### config.mk
export PLATFORM = sky130hd
export DESIGN_NAME = timer_mmss
export DESIGN_NICKNAME = d
export VERILOG_FILES = /design/src/rtl/timer_mmss.sv
export SDC_FILE = /design/constraint.sdc
export NUM_CORES = 1
export LEC_CHECK = 0
export CORE_MARGIN = 4
export CORE_UTILIZATION = 44
export DETAILED_ROUTE_END_ITERATION = 10
export GPL_ROUTABILITY_DRIVEN = 1
export PLACE_DENSITY = 0.76
export SYNTH_ARGS = -nofsm -noshare
export SYNTH_HDL_FRONTEND = slang
export SYNTH_SLANG_ARGS = --single-unit
### constraint.sdc
create_clock -name clk -period 2.4 [get_ports clk]
set_input_delay 0.6 -clock clk [delete_from_list [all_inputs] [get_ports clk]]
set_output_delay 0.6 -clock clk [all_outputs]
set_load 0.005 [all_outputs]
### src/rtl/timer_mmss.sv
// Three-digit BCD countdown timer (M:SS, 0:00-9:59) with keypad load, start/pause/cancel,
// door interlock and a one-cycle completion pulse. Define TIMER_AUTOCLEAR_EN for DONE auto-exit.
module timer_mmss #(
   parameter int DONE_TICKS = 3
) (
   input  logic        clk,
   input  logic        clr,
   input  logic        tick,
   input  logic        load,
   input  logic [11:0] data,
   input  logic        start,
   input  logic        stop,
   input  logic        door_open,
   output logic [3:0]  min_out,
   output logic [3:0]  sec_tens_out,
   output logic [3:0]  sec_ones_out,
   output logic        running,
   output logic        done,
   output logic        zero,
   output logic [1:0]  state
);

   typedef enum logic [1:0] {
      IDLE  = 2'd0,
      RUN   = 2'd1,
      PAUSE = 2'd2,
      DONE  = 2'd3
   } state_t;

   state_t     st;
   logic [3:0] m, t, o;
   logic [3:0] dec_m, dec_t, dec_o;
   logic       dec_zero;
   logic [11:0] clean;

   if (DONE_TICKS < 1) begin : g_bad_done_ticks
      $error("DONE_TICKS must be at least 1");
   end

   // Each keypad field saturates on its own; an out-of-range digit never reaches the counters.
   always_comb begin
      clean[11:8] = (data[11:8] > 4'd9) ? 4'd9 : data[11:8];
      clean[7:4]  = (data[7:4]  > 4'd5) ? 4'd5 : data[7:4];
      clean[3:0]  = (data[3:0]  > 4'd9) ? 4'd9 : data[3:0];
   end

   // Whole borrow chain resolves here so 1:00 -> 0:59 lands in one edge.
   always_comb begin
      dec_o = o - 4'd1;
      dec_t = t;
      dec_m = m;
      if (o == 4'd0) begin
         dec_o = 4'd9;
         dec_t = t - 4'd1;
         if (t == 4'd0) begin
            dec_t = 4'd5;
            dec_m = m - 4'd1;
         end
      end
   end

   assign dec_zero     = (dec_m == 4'd0) && (dec_t == 4'd0) && (dec_o == 4'd0);
   assign zero         = (m == 4'd0) && (t == 4'd0) && (o == 4'd0);
   assign min_out      = m;
   assign sec_tens_out = t;
   assign sec_ones_out = o;
   assign state        = st;

`ifdef TIMER_AUTOCLEAR_EN
   localparam int CW = $clog2(DONE_TICKS + 1);
   logic [CW-1:0] done_cnt;
`endif

   // NOTE: sequential state uses non-blocking assignments so every register samples pre-edge values.
   // NOTE: reset is synchronous; clr is only seen on a rising clk edge.
   always_ff @(posedge clk) begin
      if (clr) begin
         st      <= IDLE;
         m       <= 4'd0;
         t       <= 4'd0;
         o       <= 4'd0;
         running <= 1'b0;
         done    <= 1'b0;
`ifdef TIMER_AUTOCLEAR_EN
         done_cnt <= '0;
`endif
      end else begin
         done <= 1'b0;
         case (st)
            IDLE: begin
               if (stop) begin
                  m <= 4'd0;
                  t <= 4'd0;
                  o <= 4'd0;
               end else if (start && !door_open) begin
                  if (zero) begin
                     m <= 4'd0;
                     t <= 4'd3;
                     o <= 4'd0;
                  end
                  st      <= RUN;
                  running <= 1'b1;
               end else if (load) begin
                  {m, t, o} <= clean;
               end
            end
            RUN: begin
               if (door_open || stop) begin
                  st      <= PAUSE;
                  running <= 1'b0;
               end else if (tick) begin
                  m <= dec_m;
                  t <= dec_t;
                  o <= dec_o;
                  if (dec_zero) begin
                     st      <= DONE;
                     running <= 1'b0;
                     done    <= 1'b1;
`ifdef TIMER_AUTOCLEAR_EN
                     done_cnt <= '0;
`endif
                  end
               end
            end
            PAUSE: begin
               if (stop) begin
                  m  <= 4'd0;
                  t  <= 4'd0;
                  o  <= 4'd0;
                  st <= IDLE;
               end else if (start && !door_open) begin
                  if (zero) begin
                     st <= IDLE;
                  end else begin
                     st      <= RUN;
                     running <= 1'b1;
                  end
               end else if (load) begin
                  {m, t, o} <= clean;
               end
            end
            DONE: begin
               // The exiting command is consumed by the exit itself.
               if (start || stop || load) begin
                  st <= IDLE;
`ifdef TIMER_AUTOCLEAR_EN
               end else if (tick) begin
                  if (done_cnt == CW'(DONE_TICKS - 1)) st <= IDLE;
                  else done_cnt <= done_cnt + 1'b1;
`endif
               end
            end
            default: st <= IDLE;
         endcase
      end
   end

endmodule

==> key figures <==
Run status
  – Outcome: finished, violations left
  – Failing checks: negative setup slack

Run
  – MaxCap Viol Count: 0

Worst setup path
  – FF-to-FF Start: sec_tens_out[1]
  – Endpoint class of the critical path: register
  – CP Max Fanout: 2
  – Slowest-stage cell, CP: or4_4
  – Crit Path Category: reg2reg
  – CP Buf/Inv Count: 1
  – Family with the most delay on the worst path: simple AND/OR/NAND/NOR gates
  – Critical path's largest stage delay: 0.53 ns
  – CP Cell Sequence: or4_4 > or4_4 > a311o_1 > buf_6 > a211oi_4 > mux2i_1
  – Critical path arrival: 2.64 ns
  – Reg-to-reg endpoint: state[0]
  – Flop2flop setup slack: -0.009 ns
  – Most used cell, CP: or4_4
  – CP Data Required Time: 2.63 ns
  – Startpoint Class: register
  – Reg2Reg Depth: 6

Power
  – LEAKAGE: 0.865 nW
  – Tot Pwr: 0.00212 W
  – Maximum vdd ir drop: 0.000595 V
  – P per Cell Area: 1010 nW/um^2

Drt
  – Final WL: 4.75 mm
  – Vias per cell: 5.93
  – Drc violations: 0
  – DR WL/cell: 16.0 um
  – Antenna-violating nets left: 0
  – Initial DRC Count: 117
  – First-pass detailed-route iteration total: 4
  – Via count: 1754

Timing
  – Final Hold Viols: 0
  – Crit path time final: 2.41 ns
  – Fmax: 415 MHz
  – Pins Over Slew Limit: 0
  – # setup viols final: 2
  – Part of the cycle the worst path needs: 1.00
  – Slew @ Worst Pin: 0.488 ns
  – RSZ-0062 raised after global routing: true
  – Setup WS post-layout: -0.00892 ns
  – Clock skew: 0.00330 ns
  – Setup tns final: -0.0174 ns
  – Worst slew margin: 0.672

Logic synthesis
  – Synthesis-stage register bit count: 16
  – Synthesis Warnings: 0
  – FFs w/ async S/R, synth: 0
  – Post-synthesis sequential area ratio: 0.231
  – Mapped Area: 1390 um^2
  – Syn nets: 212
  – Dominant synthesized flop cell: dfxtp_1
  – Post-synth EDFFs: 0
  – Post-Syn Area per Cell: 7.49 um^2
  – Synth Instances: 185
  – Netlist cell types: 46

Global route
  – Initial antenna violation count: 0
  – Vias in the first global route: 1734
  – Pin count of the biggest net entering global routing: 13
  – GRT Resource Usage Total: 0.242
  – Global-route wire length before repair: 8.00 mm
  – Grt ovf: 0

Finish
  – Post-layout util: 0.695
  – Post-route cell area: 2100 um^2
  – Layout overhead on the synthesized area: 51.9%
  – Share of cells above drive strength 1: 0.222
  – # diodes: 0
  – # nets final: 280

Floorplan
  – I/O pins: 36
  – Die height: 64.1 um
  – Die width: 64.1 um
  – Initial Util: 0.457
  – Number of cell rows: 20
  – Die area: 4110 um^2
  – Core area: 3030 um^2

Min path
  – Hold Path Class: reg2reg
  – Hold Crit Start: state[0]
  – Cells on Worst Hold Path: 2
  – WHS Endpoint: state[0]

Clock tree
  – # clock sinks: 16
  – TritonCTS clock tree: yes
  – Number of buffers created by CTS: 3
  – H-tree depth: 1
  – Clock buffer depth: 2
  – Clock transition at path regs: 0.11 ns
  – Worst skew pair latency: 0.29 ns
  – Root Buffer: clkbuf_4

Place
  – Placed Area: 2010 um^2
  – Detailed Place HPWL: 3.62 mm
  – Placer Congestion: 0.920
  – Port Buffers: 35
==> power breakdown <==
part	internal, W	total, W	leakage, nW	switching (W)
Clock	0.0000924	0.000189	0.0210	0.0000962
Sequential	0.000331	0.000377	0.131	0.0000462
Combinational	0.000787	0.00155	0.713	0.000766
Total	0.00121	0.00212	0.865	0.000909
==> Yosys cell counts, drive strengths merged, types with 2 or more instances <==
cell type  count  area (um^2)
nand4          2         12.5
a211oi         5         47.5
nand2         15         56.3
and2           2         12.5
clkbuf         7         26.3
o32ai          2         17.5
nor4           5         37.5
and3           3         18.8
or3b           2         17.5
a311o          2         20.0
o21ai         16         80.1
o31ai          3         22.5
ha             8          100
nor2          16         60.1
buf            4         22.5
inv            7         26.3
dfxtp         16          320
mux2i          5         50.1
o221ai         3         26.3
nand2b         2         12.5
nor2b          8         50.1
nor3b          6         45.0
o21bai         2         15.0
a21oi         17         85.1
nand3          3         15.0
a2bb2oi        2         17.5
nor3           4         20.0
or4            4         33.8
==> metal layers <==
| metal | track usage | vias up | routed length (um) | share of wire |
|---|---|---|---|---|
| met3 | 0.0510 | 24 | 375 | 0.079 |
| met5 | 0 | - | 0 | 0 |
| met4 | 0.100 | 0 | 151 | 0.032 |
| met2 | 0.406 | 88 | 2290 | 0.48 |
| li1 | - | 829 | - | - |
| met1 | 0.298 | 813 | 1930 | 0.41 |
==> sequential cells by signal (all words and copies together), names as in the netlist <==
register	cells
min_out	4
sec_tens_out	4
sec_ones_out	4
state	2
running	1
done	1
==> worst max-delay path by stage <==
stage | from | end | slack, ns | cells past startpoint
3_5_place_dp | stop | sec_ones_out[1] | -0.25 | 7
6_report | sec_tens_out[1] | state[0] | -0.009 | 6
2_1_floorplan | sec_tens_out[2] | running | 0.0001 | 5
5_1_grt | sec_tens_out[1] | state[0] | -0.07 | 6
3_3_place_gp | tick | sec_ones_out[1] | -0.17 | 7
4_1_cts | sec_tens_out[1] | state[0] | -0.003 | 6
==> placed cells by master (no fill, tap or decap), drive strengths merged, types with 3 or more instances in the layout <==
cell type | netlist | routed
buf | 4 | 39
clkdlybuf4s50 | 0 | 34
a21oi | 17 | 17
nor2 | 16 | 16
o21ai | 16 | 16
dfxtp | 16 | 16
nand2 | 15 | 15
nor2b | 8 | 8
ha | 8 | 8
inv | 7 | 7
nor3b | 6 | 6
mux2i | 5 | 5
nor4 | 5 | 5
a211oi | 5 | 5
clkbuf | 7 | 5
or4 | 4 | 4
nor3 | 4 | 4
nand3 | 3 | 3
o221ai | 3 | 3
and3 | 3 | 3
o31ai | 3 | 3
==> worst min-delay path: cells and delay by family (launching register included) <==
kind	cells	cell delay, ns
DFF	1	0.38
and+or+nand+nor	1	0.07
muxes	1	0.06
==> metrics by stage <==
step	hold WS, ns	worst slack, ns	std cells
6_report	0.545	-0.00892	296
5_1_grt	0.581	-0.0734	296
4_1_cts	0.547	-0.00298	295
3_5_place_dp	0.527	-0.254	289
3_3_place_gp	0.524	-0.170	289
2_1_floorplan	0.510	0.000127	185
==> cells by family (layout without fill, tap and decap cells) <==
family | after synthesis | count (layout) | share of synthesized area
buf+inv | 18 | 85 | 0.0542
simple gates | 75 | 75 | 0.299
flops | 16 | 16 | 0.231
fa+ha+maj | 8 | 8 | 0.0723
compound gates | 62 | 62 | 0.299
mux | 6 | 6 | 0.0443
==> repair_timing <==
action	CTS	global route
pin swaps	6	2
resized for setup	8	7
buffers inserted	2	1
hold buffers	0	0
endpoints found under the setup margin	5	16
==> area by class of cell <==
class,count,area (um^2)
sequential,16,323
multi-input combinational,151,1020
clock buffer,4,36.3
fill,250,925
inverter,7,26.3
tap,44,55.1
timing repair buffer,74,642
No activity file was read; power rests on OpenSTA's default activity.
